**src/rtl/mmio_uart_tx_pkg.sv**
```systemverilog
// Shared definitions for the memory-mapped UART transmitter: FSM states,
// register offsets and STATUS bit layout.
package uart_tx_pkg;

  typedef enum logic [1:0] {
    ST_IDLE  = 2'd0,
    ST_START = 2'd1,
    ST_DATA  = 2'd2,
    ST_STOP  = 2'd3
  } tx_state_t;

  // Offsets are selected by addr[2] inside the 8-byte window.
  localparam logic TXDATA_OFS = 1'b0;
  localparam logic STATUS_OFS = 1'b1;

  localparam int STAT_FULL_BIT  = 0;
  localparam int STAT_EMPTY_BIT = 1;
  localparam int STAT_BUSY_BIT  = 2;
  localparam int STAT_OVF_BIT   = 3;
  localparam int STAT_COUNT_LSB = 8;
  localparam int STAT_COUNT_W   = 8;

  function automatic logic [31:0] pack_status(
    input logic                    full,
    input logic                    empty,
    input logic                    busy,
    input logic                    ovf,
    input logic [STAT_COUNT_W-1:0] count
  );
    logic [31:0] s;
    s = 32'h0000_0000;
    s[STAT_FULL_BIT]  = full;
    s[STAT_EMPTY_BIT] = empty;
    s[STAT_BUSY_BIT]  = busy;
    s[STAT_OVF_BIT]   = ovf;
    s[STAT_COUNT_LSB +: STAT_COUNT_W] = count;
    return s;
  endfunction

endpackage

```
**src/rtl/sync_fifo.sv**
```systemverilog
// Synchronous FIFO with wrap-bit pointers; a push into a full FIFO is taken
// only when a pop frees the head slot on the same edge.
module sync_fifo #(
  parameter int WIDTH = 8,
  parameter int DEPTH = 8
) (
  input  logic                   clk,
  input  logic                   rst,
  input  logic                   push_i,
  input  logic [WIDTH-1:0]       wdata_i,
  input  logic                   pop_i,
  output logic [WIDTH-1:0]       rdata_o,
  output logic                   full_o,
  output logic                   empty_o,
  output logic [$clog2(DEPTH):0] count_o
);

  localparam int AW = $clog2(DEPTH);

  logic [WIDTH-1:0] mem_q [DEPTH];
  logic [AW:0]      wptr_q, wptr_d;
  logic [AW:0]      rptr_q, rptr_d;
  logic             do_push_s, do_pop_s;

  assign empty_o = (wptr_q == rptr_q);
  assign full_o  = (wptr_q[AW] != rptr_q[AW]) && (wptr_q[AW-1:0] == rptr_q[AW-1:0]);
  assign count_o = wptr_q - rptr_q;
  assign rdata_o = mem_q[rptr_q[AW-1:0]];

  // Accept/advance decisions; the head is read before any same-edge overwrite.
  always_comb begin
    do_pop_s  = pop_i && !empty_o;
    do_push_s = push_i && (!full_o || do_pop_s);
    if (do_push_s) begin
      wptr_d = wptr_q + {{AW{1'b0}}, 1'b1};
    end else begin
      wptr_d = wptr_q;
    end
    if (do_pop_s) begin
      rptr_d = rptr_q + {{AW{1'b0}}, 1'b1};
    end else begin
      rptr_d = rptr_q;
    end
  end

  always_ff @(posedge clk or posedge rst) begin
    if (rst) begin
      wptr_q <= '0;
      rptr_q <= '0;
    end else begin
      wptr_q <= wptr_d;
      rptr_q <= rptr_d;
    end
  end

  always_ff @(posedge clk) begin
    if (do_push_s) begin
      mem_q[wptr_q[AW-1:0]] <= wdata_i;
    end
  end

endmodule

```
**src/rtl/mmio_uart_tx.sv**
```systemverilog
// Memory-mapped 8N1 UART transmitter: decodes stores to an 8-byte window,
// queues bytes in a FIFO and shifts them out LSB first on tx.
module mmio_uart_tx
  import uart_tx_pkg::*;
#(
  parameter int          CLKS_PER_BIT = 16,
  parameter int          FIFO_DEPTH   = 8,
  parameter logic [31:0] BASE_ADDR    = 32'h1000_0000
) (
  input  logic        clk,
  input  logic        rst,
  input  logic        we,
  input  logic        re,
  input  logic [31:0] addr,
  input  logic [31:0] wdata,
  output logic [31:0] rdata,
  output logic        tx,
  output logic        busy
);

  localparam int CW  = (CLKS_PER_BIT > 1) ? $clog2(CLKS_PER_BIT) : 1;
  localparam int FCW = $clog2(FIFO_DEPTH) + 1;
  localparam logic [CW-1:0] BAUD_LAST = CW'(CLKS_PER_BIT - 1);

  tx_state_t         state_q, state_d;
  logic [CW-1:0]     baud_q, baud_d;
  logic [2:0]        bit_q, bit_d;
  logic [7:0]        shift_q, shift_d;
  logic              tx_q, tx_d;
  logic              ovf_q, ovf_d;

  logic              sel_s, push_s, ovf_clr_s, pop_s, baud_last_s;
  logic              fifo_full_s, fifo_empty_s;
  logic [7:0]        fifo_rdata_s;
  logic [FCW-1:0]    fifo_count_s;
  logic              unused_bits_s;

  assign sel_s       = (addr[31:3] == BASE_ADDR[31:3]);
  assign push_s      = we && sel_s && (addr[2] == TXDATA_OFS);
  assign ovf_clr_s   = we && sel_s && (addr[2] == STATUS_OFS) && wdata[STAT_OVF_BIT];
  assign baud_last_s = (baud_q == BAUD_LAST);
  assign unused_bits_s = ^{addr[1:0], wdata[31:8]};

  sync_fifo #(
    .WIDTH (8),
    .DEPTH (FIFO_DEPTH)
  ) u_fifo (
    .clk     (clk),
    .rst     (rst),
    .push_i  (push_s),
    .wdata_i (wdata[7:0]),
    .pop_i   (pop_s),
    .rdata_o (fifo_rdata_s),
    .full_o  (fifo_full_s),
    .empty_o (fifo_empty_s),
    .count_o (fifo_count_s)
  );

  // Frame sequencer: baud counter restarts on every state change.
  always_comb begin
    state_d = state_q;
    baud_d  = baud_q + {{(CW-1){1'b0}}, 1'b1};
    bit_d   = bit_q;
    shift_d = shift_q;
    tx_d    = tx_q;
    pop_s   = 1'b0;
    case (state_q)
      ST_IDLE: begin
        baud_d = '0;
        if (!fifo_empty_s) begin
          pop_s   = 1'b1;
          shift_d = fifo_rdata_s;
          tx_d    = 1'b0;
          state_d = ST_START;
        end else begin
          state_d = ST_IDLE;
        end
      end
      ST_START: begin
        if (baud_last_s) begin
          baud_d  = '0;
          bit_d   = 3'd0;
          tx_d    = shift_q[0];
          state_d = ST_DATA;
        end else begin
          state_d = ST_START;
        end
      end
      ST_DATA: begin
        if (baud_last_s) begin
          baud_d = '0;
          if (bit_q == 3'd7) begin
            tx_d    = 1'b1;
            state_d = ST_STOP;
          end else begin
            shift_d = {1'b0, shift_q[7:1]};
            tx_d    = shift_q[1];
            bit_d   = bit_q + 3'd1;
          end
        end else begin
          state_d = ST_DATA;
        end
      end
      ST_STOP: begin
        if (baud_last_s) begin
          baud_d = '0;
          if (!fifo_empty_s) begin
            pop_s   = 1'b1;
            shift_d = fifo_rdata_s;
            tx_d    = 1'b0;
            state_d = ST_START;
          end else begin
            state_d = ST_IDLE;
          end
        end else begin
          state_d = ST_STOP;
        end
      end
      default: begin
        baud_d  = '0;
        tx_d    = 1'b1;
        state_d = ST_IDLE;
      end
    endcase
  end

  // Overflow is sticky: set when a store is refused, cleared by software.
  always_comb begin
    if (push_s && fifo_full_s && !pop_s) begin
      ovf_d = 1'b1;
    end else if (ovf_clr_s) begin
      ovf_d = 1'b0;
    end else begin
      ovf_d = ovf_q;
    end
  end

  always_ff @(posedge clk or posedge rst) begin
    if (rst) begin
      state_q <= ST_IDLE;
      baud_q  <= '0;
      bit_q   <= 3'd0;
      shift_q <= 8'h00;
      tx_q    <= 1'b1;
      ovf_q   <= 1'b0;
    end else begin
      state_q <= state_d;
      baud_q  <= baud_d;
      bit_q   <= bit_d;
      shift_q <= shift_d;
      tx_q    <= tx_d;
      ovf_q   <= ovf_d;
    end
  end

  assign tx   = tx_q;
  assign busy = (state_q != ST_IDLE) || !fifo_empty_s;

  // Combinational load path, matching the data memory's read timing.
  always_comb begin
    rdata = 32'h0000_0000;
    if (re && sel_s && (addr[2] == STATUS_OFS)) begin
      rdata = pack_status(fifo_full_s, fifo_empty_s, busy, ovf_q,
                          STAT_COUNT_W'(fifo_count_s));
    end else begin
      rdata = 32'h0000_0000;
    end
  end

endmodule

```
**config.mk**
```make
export PLATFORM = sky130hd
export DESIGN_NAME = mmio_uart_tx
export DESIGN_NICKNAME = d
export VERILOG_FILES = /design/src/rtl/mmio_uart_tx_pkg.sv /design/src/rtl/sync_fifo.sv /design/src/rtl/mmio_uart_tx.sv
export SDC_FILE = /design/constraint.sdc
export NUM_CORES = 1
export LEC_CHECK = 0
export BUFFER_PORTS_ARGS = -buffer_cell sky130_fd_sc_hd__buf_2
export CAP_MARGIN = 20
export CELL_PAD_IN_SITES_DETAIL_PLACEMENT = 1
export CELL_PAD_IN_SITES_GLOBAL_PLACEMENT = 1
export CORE_MARGIN = 3
export CORE_UTILIZATION = 28
export DETAILED_ROUTE_END_ITERATION = 10
export PLACE_DENSITY_LB_ADDON = 0.15
export SKIP_CTS_REPAIR_TIMING = 1
export SLEW_MARGIN = 20
export SYNTH_ARGS = -nofsm -noshare
export SYNTH_HDL_FRONTEND = slang
export SYNTH_SLANG_ARGS = --single-unit
```
**constraint.sdc**
```tcl
create_clock -name clk -period 7.7 [get_ports clk]
set_input_delay 1.925 -clock clk [delete_from_list [all_inputs] [get_ports clk]]
set_output_delay 1.925 -clock clk [all_outputs]
set_load 0.005 [all_outputs]
```
==> flow_metrics.tcl, run 1 <==
set metrics [dict create \
    critPathMaxStageDelay_ps 520 \
    clk_path_buf_depth 2 \
    grt_overflow 0 \
    dieArea_sq_um 17300 \
    io_buffers 51 \
    path_cells "buf_2, or4_4, nor2_1, and4_4, nand3_2, a21oi_1, buf_2" \
    grt_max_degree 28 \
    crit_path_start "addr[7]" \
    rows 45 \
    clk_latency_ps 340 \
    clockRootBuffer "clkbuf_16" \
    finalSetupViolations 0 \
    outcome "completed" \
    drc 0 \
    cts_tree "done" \
    grt_pass1_vias 2754 \
    place_congestion 0.700 \
    synth_top_area_cell "edfxtp_1" \
    yosysWarnings 0 \
    area_delta_synth_final_pct 16.4 \
    worstSetupPathType "in2out" \
    worstPathRequired_ps 5780 \
    synth_edf_count 64 \
    ys_seq_area_share_pct 59.1 \
    timing.rr.start "u_fifo.rptr_q[2]" \
    final.min_clock_period_ps 5330 \
    slowest_stage "or4_4" \
    core_sq_um 15300 \
    htreeDepth 3 \
    synth-seq-cells 91 \
    synth_area_leaders "edfxtp_1 44%, dfrtp_1 15%, mux4_2 8.2%" \
    cts_made_buffers 9 \
    worst_pin_slew_ps 1080 \
    clkTransAtPathRegs_ps 60 \
    place_area_sq_um 4830 \
    fillers 1655 \
    setup_tns_ps 0 \
    track_usage_pct 11.7 \
    synth.distinct_cells 58 \
    ys.flop_type "edfxtp_1" \
    hold_viol_final 0 \
    r2r_end "u_fifo.mem_q[4][3]" \
    maxSlewHeadroom_pct 27.9 \
    yosys.area.top_type_share_pct 43.7 \
    post_drt_wl_per_cell_um 16.6 \
    rrSetupSlack_ps 3950 \
    start_kind "input pin" \
    initial_core_util_pct 28.7 \
    via_per_inst 4.48 \
    wirelength_um 9820 \
    syn-cell-area_sq_um 4400 \
    period_share_pct 69.2 \
    max_freq_ghz 0.188 \
    nets 458 \
    dp.cells 576 \
    syn_avg_cell_area_sq_um 13.8 \
    min_path_type "reg2reg" \
    dr_total_vias 2647 \
    die_w_um 131 \
    antenna_left 0 \
    drt_iter0_markers 93 \
    dp_hpwl_um 6810 \
    final_cell_count_no_fill 591 \
    rsz0062_at_grt "false" \
    synthArstFlopShare_pct 29.7 \
    stdcell_area_sq_um 5120 \
    crit_top_cell "buf_2" \
    final_cell_mix "64 x edfxtp_1, 51 x buf_2, 34 x nand2_1" \
    drive_gt1_share_pct 29.2 \
    final_common_cell "edfxtp_1" \
    power_leakage_nw 1.94 \
    diodes 0 \
    antenna_found_initial 0 \
    num_io_pins 102 \
    place_ws_ps 2370 \
    arrival_ps 3400 \
    fp.dieH_um 131 \
    peakVddDrop_mv 0.111 \
    skew_ps 5.99 \
    fin_ws_ps 2370 \
    power_per_cell_area_nw_per_um2 193 \
    critPathMaxFanout 8 \
    critPathCapture "rdata[2]" \
    slew_violations 0 \
    r2r_cells 7 \
    clkSinkCount 91 \
    dr.pass1.iters 4 \
    end_kind "output port" \
    syn_inst 318 \
    max_cap_viol_count 0 \
    grt_pass1_wl_um 15400 \
]
stage by stage:
stage               total power [mW]  util, %  hold slack, ps
floorplan                      0.550        -             450
global route                    1.03     33.5             515
detailed placement             0.558     31.5             475
global placement               0.557     31.5             467
finish                         0.988     33.5             485
CTS                             1.01     33.5             490
Yosys cell counts (all sizes together) (2+ instances only):
cell type	n
and4	3
or4	2
and3	3
nor2	16
buf	31
nand2	35
nor4b	4
nor3b	2
o21ai	12
dfrtp	26
mux4	16
a22o	5
clkbuf	3
mux2	2
inv	11
nand3	5
a32o	2
o211ai	2
edfxtp	64
o31ai	2
nor4	6
xnor2	8
nor3	3
xor2	3
nand4	2
ha	13
a21oi	22
kinds of logic (layout without fill, tap and decap cells):
group	count (synthesis)	after routing	share of synthesized area [%]
adder cells (fa/ha/maj)	14	14	4.15
AO/OA/AOI/OAI	52	52	7.62
other	1	24	0.0852
AND/OR/NAND/NOR	85	85	11.8
XOR/XNOR	11	11	2.36
flip-flops	91	91	59.1
buffers and inverters	46	85	6.20
multiplexers	18	18	8.70
sequential cells by signal, indices dropped and copies added (netlist names):
register	count
ovf_q	1
u_fifo.mem_q	64
baud_q	4
shift_q	8
u_fifo.rptr_q	4
tx	1
state_q	2
u_fifo.wptr_q	4
bit_q	3
cell type report:
class                      instances  area, sq um  share of cell area, %
clock inverter                     5         63.8                   1.25
timing repair buffer              58          308                   6.01
sequential                        91         2600                   50.7
tap                              211          264                   5.15
inverter                          12         45.0                  0.879
multi-input combinational        204         1620                   31.5
clock buffer                      10          229                   4.47
critical path: cells and delay by family:
family	cells	cell delay, ps
AND/OR/NAND/NOR	4	1080
buffers and inverters	2	230
AO/OA/AOI/OAI	1	160
routing by layer:
metal / vias to the layer above / part of all wire, % / GRT usage (%)
met5: - / 0 / 0
met4: 0 / 1.5 / 4.20
met3: 10 / 3.0 / 2.91
met2: 44 / 50 / 19.5
met1: 1336 / 46 / 14.7
li1: 1257 / - / -
how the worst min path moves through the flow:
stage | start | to | slack (ps) | depth (start not counted)
final | shift_q[4] | shift_q[4] | 480 | 2
after global routing | shift_q[3] | shift_q[3] | 520 | 2
after detailed placement | shift_q[4] | shift_q[4] | 480 | 2
after floorplan | shift_q[2] | shift_q[2] | 450 | 2
after global placement | shift_q[4] | shift_q[4] | 470 | 2
after CTS | shift_q[4] | shift_q[4] | 490 | 2
where the power goes:
part / switching (mW) / total (mW) / internal, mW / leakage [nW]
Sequential: 0.00000000250 / 0.525 / 0.525 / 0.909
Combinational: 0.0137 / 0.0226 / 0.00892 / 0.896
Clock: 0.189 / 0.441 / 0.252 / 0.139
Total: 0.203 / 0.988 / 0.786 / 1.94
(Power assumes the default switching activity.)
==> run 2: changes to the inputs <==
==> constraint.sdc (replaced) <==
create_clock -name clk -period 4.6 [get_ports clk]
set_input_delay 1.15 -clock clk [delete_from_list [all_inputs] [get_ports clk]]
set_output_delay 1.15 -clock clk [all_outputs]
set_load 0.005 [all_outputs]
==> run 2 against run 1 <==
  * Cell area up 0.51%
  * Die area unchanged
  * Global-route usage about the same
  * Highest routed layer unchanged
==> flow_metrics.tcl, run 2 (synthesis gave the netlist of run 1 again) <==
set metrics [dict create \
    finalSetupViolations 0 \
    start_kind "input pin" \
    io_buffers 51 \
    regArea_sq_um 2600 \
    clk_latency_ps 340 \
    r2r_cells 7 \
    maxSlewHeadroom_pct 28.5 \
    skew_ps 7.94 \
    min_path_type "reg2reg" \
    area_delta_synth_final_pct 17.0 \
    grt_pass1_wl_um 15600 \
    fp.dieH_um 131 \
    via_per_inst 4.48 \
    path_cells "buf_2, or4_4, nor2_1, and4_4, nand3_2, a21oi_1, buf_2" \
    dp_hpwl_um 6820 \
    grt_max_degree 25 \
    slew_violations 0 \
    drive_gt1_share_pct 30.3 \
    die_w_um 131 \
    clkTransAtPathRegs_ps 70 \
    max_cap_viol_count 0 \
    drc 0 \
    crit_top_cell "buf_2" \
    power_per_cell_area_nw_per_um2 311 \
    fin_util_pct 33.6 \
    worstSetupPathType "in2out" \
    dieArea_sq_um 17300 \
    nets 464 \
    period_share_pct 82.1 \
    track_usage_pct 11.7 \
    antenna_found_initial 0 \
    critPathMaxStageDelay_ps 520 \
    final_common_cell "edfxtp_1" \
    num_io_pins 102 \
    clk_path_buf_depth 2 \
    wirelength_um 9790 \
    htreeDepth 3 \
    finalPower_mw 1.60 \
    max_freq_ghz 0.265 \
    cts_made_buffers 9 \
    multi_input_area_sq_um 1620 \
    fin_ws_ps 824 \
    arrival_ps 2630 \
    slowest_stage "or4_4" \
    cts_tree "done" \
    power_leakage_nw 1.97 \
    clockRootBuffer "clkbuf_16" \
    diodes 0 \
    core_sq_um 15300 \
    outcome "completed" \
    worst_pin_slew_ps 1070 \
    whs_path_depth 2 \
    fillers 1677 \
    peakVddDrop_mv 0.213 \
    rsz0062_at_grt "false" \
    setup_tns_ps 0 \
    place_ws_ps 799 \
    end_kind "output port" \
    antenna_left 0 \
    critPathMaxFanout 8 \
    clkSinkCount 91 \
    post_drt_wl_per_cell_um 16.4 \
    worstPathRequired_ps 3450 \
    dr_total_vias 2676 \
    final_cell_mix "64 x edfxtp_1, 51 x buf_2, 34 x nand2_1" \
    drt_iter0_markers 125 \
    rows 45 \
    grt_pass1_vias 2740 \
    fin_hold_ws_ps 492 \
    grt_overflow 0 \
    largest_register_ffs 64 \
    dr.pass1.iters 4 \
    final.min_clock_period_ps 3780 \
    place_congestion 0.677 \
    initial_core_util_pct 28.7 \
    hold_viol_final 0 \
]
run 2: changes by cell type in the layout (fill, tap and decap cells not counted), sizes merged:
cell / previous run / this run
buf: 58 / 64
inv: 12 / 14
bufinv: 1 / 0
clkbuf: 10 / 9
run 2: path summary, 6_finish.rpt:
kind                                 endpoint  slack (ps)              from
setup / recovery                     rdata[2]         820           addr[7]
hold / removal                     shift_q[4]         490        shift_q[4]
setup reg to reg           u_fifo.mem_q[6][2]        1880  u_fifo.rptr_q[1]
hold reg to reg                    shift_q[4]         490        shift_q[4]
max in group asynchronous          shift_q[0]        3150               rst
min in group asynchronous           baud_q[1]         820               rst
run 2: worst max-delay path: cells and delay by family:
kind	cells	cell delay, ps
and+or+nand+nor	4	1080
buffers and inverters	2	230
AOI/OAI and AO/OA	1	160
run 2: final cells by class:
type,instances,area share [%]
multi-input combinational,204,31.4
timing repair buffer,64,6.85
clock inverter,6,0.948
clock buffer,9,4.37
sequential,91,50.5
inverter,12,0.875
tap,211,5.13
run 2: per-stage QoR:
| stage | cells | instance area, sq um |
|---|---|---|
| 6_report | 597 | 5150 |
| 5_1_grt | 597 | 5150 |
| 4_1_cts | 597 | 5150 |
| 3_5_place_dp | 582 | 4880 |
| 3_3_place_gp | 582 | 4880 |
| 2_1_floorplan | 341 | 4490 |
run 2: metal layers:
layer | vias to the layer above | GRT usage (%) | routed length [um]
li1 | 1274 | - | -
met5 | - | 0 | 0
met3 | 8 | 3.14 | 344
met1 | 1350 | 15.5 | 4470
met4 | 0 | 3.15 | 116
met2 | 44 | 19.0 | 4860
run 2: power breakdown:
group,internal (mW),total [mW],switching [mW]
sequential,0.878,0.878,0.00000000424
combinational,0.0149,0.0382,0.0233
clock,0.370,0.687,0.317
total,1.26,1.60,0.341
==> run 3: changes to the inputs <==
--- a/config.mk
+++ b/config.mk
@@ -5,6 +5,7 @@
 export SDC_FILE = /design/constraint.sdc
 export NUM_CORES = 1
 export LEC_CHECK = 0
+export ABC_AREA = 1
 export BUFFER_PORTS_ARGS = -buffer_cell sky130_fd_sc_hd__buf_2
 export CAP_MARGIN = 20
 export CELL_PAD_IN_SITES_DETAIL_PLACEMENT = 1
==> constraint.sdc (replaced) <==
create_clock -name clk -period 3.2 [get_ports clk]
set_input_delay 0.8 -clock clk [delete_from_list [all_inputs] [get_ports clk]]
set_output_delay 0.8 -clock clk [all_outputs]
set_load 0.005 [all_outputs]
==> run 3 against run 2 <==
  * Cell area increased by 5.7%
  * Clock skew up 2.1 ps
  * Synthesized cell count up 58%
  * Largest cell class unchanged
==> flow_metrics.tcl, run 3 <==
set metrics [dict create \
    ys.flop_type "edfxtp_1" \
    syn-cell-area_sq_um 4650 \
    period_share_pct 89.9 \
    final_cell_mix "111 x nor2_1, 81 x nand2_1, 64 x edfxtp_1" \
    crit_path_start "u_fifo.wptr_q[0]" \
    rsz0062_at_grt "false" \
    crit_family "flip-flops" \
    synth_area_leaders "edfxtp_1 41%, dfrtp_1 14%, nor2_1 9.0%" \
    clk_path_buf_depth 2 \
    finalPower_mw 2.66 \
    synth_top_family_by_area "simple AND/OR/NAND/NOR gates" \
    synthAdderAreaFrac_pct 3.92 \
    dp_hpwl_um 7960 \
    final_common_cell "nor2_1" \
    clkTransAtPathRegs_ps 70 \
    drc 0 \
    synthXorXnorAreaFrac_pct 1.85 \
    grt_pass1_vias 3674 \
    cts_made_buffers 9 \
    initial_core_util_pct 29.0 \
    worstPathRequired_ps 2400 \
    htreeDepth 3 \
    max_freq_ghz 0.348 \
    max_cap_viol_count 0 \
    yosys.area.top_type_share_pct 41.3 \
    synth-seq-cells 91 \
    critical_path_cell_count 8 \
    power_per_cell_area_nw_per_um2 488 \
    clockRootBuffer "clkbuf_16" \
    r2r_cells 8 \
    timing.rr.start "u_fifo.wptr_q[0]" \
    fin_hold_ws_ps 476 \
    slew_violations 0 \
    place_congestion 0.751 \
    synth_most_common_cell "nor2_1" \
    yosys.area_share.simple_pct 21.6 \
    slowest_stage "dfrtp_1" \
    clkSinkCount 91 \
    rrSetupSlack_ps 820 \
    setup_tns_ps 0 \
    wirelength_um 11400 \
    track_usage_pct 13.1 \
    antenna_left 0 \
    antenna_found_initial 0 \
    io_buffers 51 \
    die_w_um 135 \
    ys_seq_area_share_pct 55.8 \
    grt_overflow 0 \
    drive_gt1_share_pct 17.0 \
    end_kind "output port" \
    core_sq_um 16100 \
    place_ws_ps 343 \
    min_path_type "reg2reg" \
    skew_ps 10.0 \
    worst_pin_slew_ps 657 \
    drt_iter0_markers 122 \
    rows 46 \
    hold_viol_final 0 \
    critPathCapture "rdata[2]" \
    maxSlewHeadroom_pct 56.1 \
    critPathMaxStageDelay_ps 500 \
    dr.pass1.iters 4 \
    critPathMaxFanout 8 \
    syn_inst 502 \
    grt_pass1_wl_um 18500 \
    fp.dieH_um 135 \
    finalSetupViolations 0 \
    path_cells "inv_1, ha_1, nand3_1, inv_1, nand2_2, inv_1, a21oi_1, buf_2" \
    crit_buf_inv 4 \
    outcome "completed" \
    yosysWarnings 0 \
    fin_ws_ps 324 \
    synth_edf_count 64 \
    num_io_pins 102 \
    clk_latency_ps 350 \
    syn_avg_cell_area_sq_um 9.27 \
    synthMuxAreaShare_pct 0 \
    via_per_inst 4.49 \
    synth_top_area_cell "edfxtp_1" \
    peakVddDrop_mv 0.279 \
    largest_register_ffs 64 \
    area_delta_synth_final_pct 16.9 \
    worstSetupPathType "reg2out" \
    arrival_ps 2080 \
    dieArea_sq_um 18200 \
    synthArstFlopShare_pct 29.7 \
    dr_total_vias 3524 \
    r2r_end "u_fifo.mem_q[2][2]" \
    crit_top_cell "inv_1" \
    start_kind "flip-flop" \
    diodes 0 \
    nets 646 \
    ys_top_cells_by_count "111 x nor2_1, 81 x nand2_1, 64 x edfxtp_1" \
    grt_max_degree 35 \
    cts_tree "done" \
    post_drt_wl_per_cell_um 14.5 \
    synth_compound_area_share_pct 8.33 \
    synth.distinct_cells 35 \
    power_leakage_nw 2.32 \
    final.min_clock_period_ps 2880 \
]
[run 3: kinds of logic (layout without fill, tap and decap cells)]
kind of cell,count (synthesis),in the layout
buffers and inverters,76,120
AND/OR/NAND/NOR,240,240
adder cells (fa/ha/maj),14,14
other,1,24
flip-flops,91,91
AO/OA/AOI/OAI,71,71
XOR/XNOR,9,9
[run 3: final cells by class]
class / instances / area (sq um)
Fill cell: 1888 / 10600
Sequential cell: 91 / 2600
Multi-Input combinational cell: 358 / 1750
Timing Repair Buffer: 64 / 353
Tap cell: 216 / 270
Clock buffer: 9 / 225
Inverter: 40 / 150
Clock inverter: 7 / 90.1
[run 3: worst min-delay path by stage]
stage	startpoint	endpoint	slack, ps	cells past startpoint
global route	baud_q[0]	baud_q[0]	500	1
finish	baud_q[0]	baud_q[0]	480	1
floorplan	baud_q[0]	baud_q[0]	440	1
global placement	baud_q[0]	baud_q[0]	450	1
CTS	baud_q[0]	baud_q[0]	480	1
detailed placement	baud_q[0]	baud_q[0]	470	1
[run 3: power by group]
part           internal (mW)  switching, mW  leakage, nW
clock                  0.628          0.501        0.156
combinational         0.0760          0.129         1.22
sequential              1.30         0.0205        0.949
total                   2.01          0.650         2.32
[run 3: layer usage]
metal / vias to the layer above / wire length [um] / global-route usage (%)
li1: 1741 / - / -
met1: 1701 / 5050 / 15.8
met2: 69 / 5750 / 23.4
met3: 13 / 331 / 2.16
met4: 0 / 226 / 5.32
met5: - / 0 / 0
[run 3: metrics by stage]
stage	cells	util (%)	instance area [sq um]
5_1_grt	785	33.9	5440
3_5_place_dp	769	31.9	5130
4_1_cts	785	33.9	5440
2_1_floorplan	525	-	4740
6_report	785	33.9	5440
3_3_place_gp	769	31.9	5130
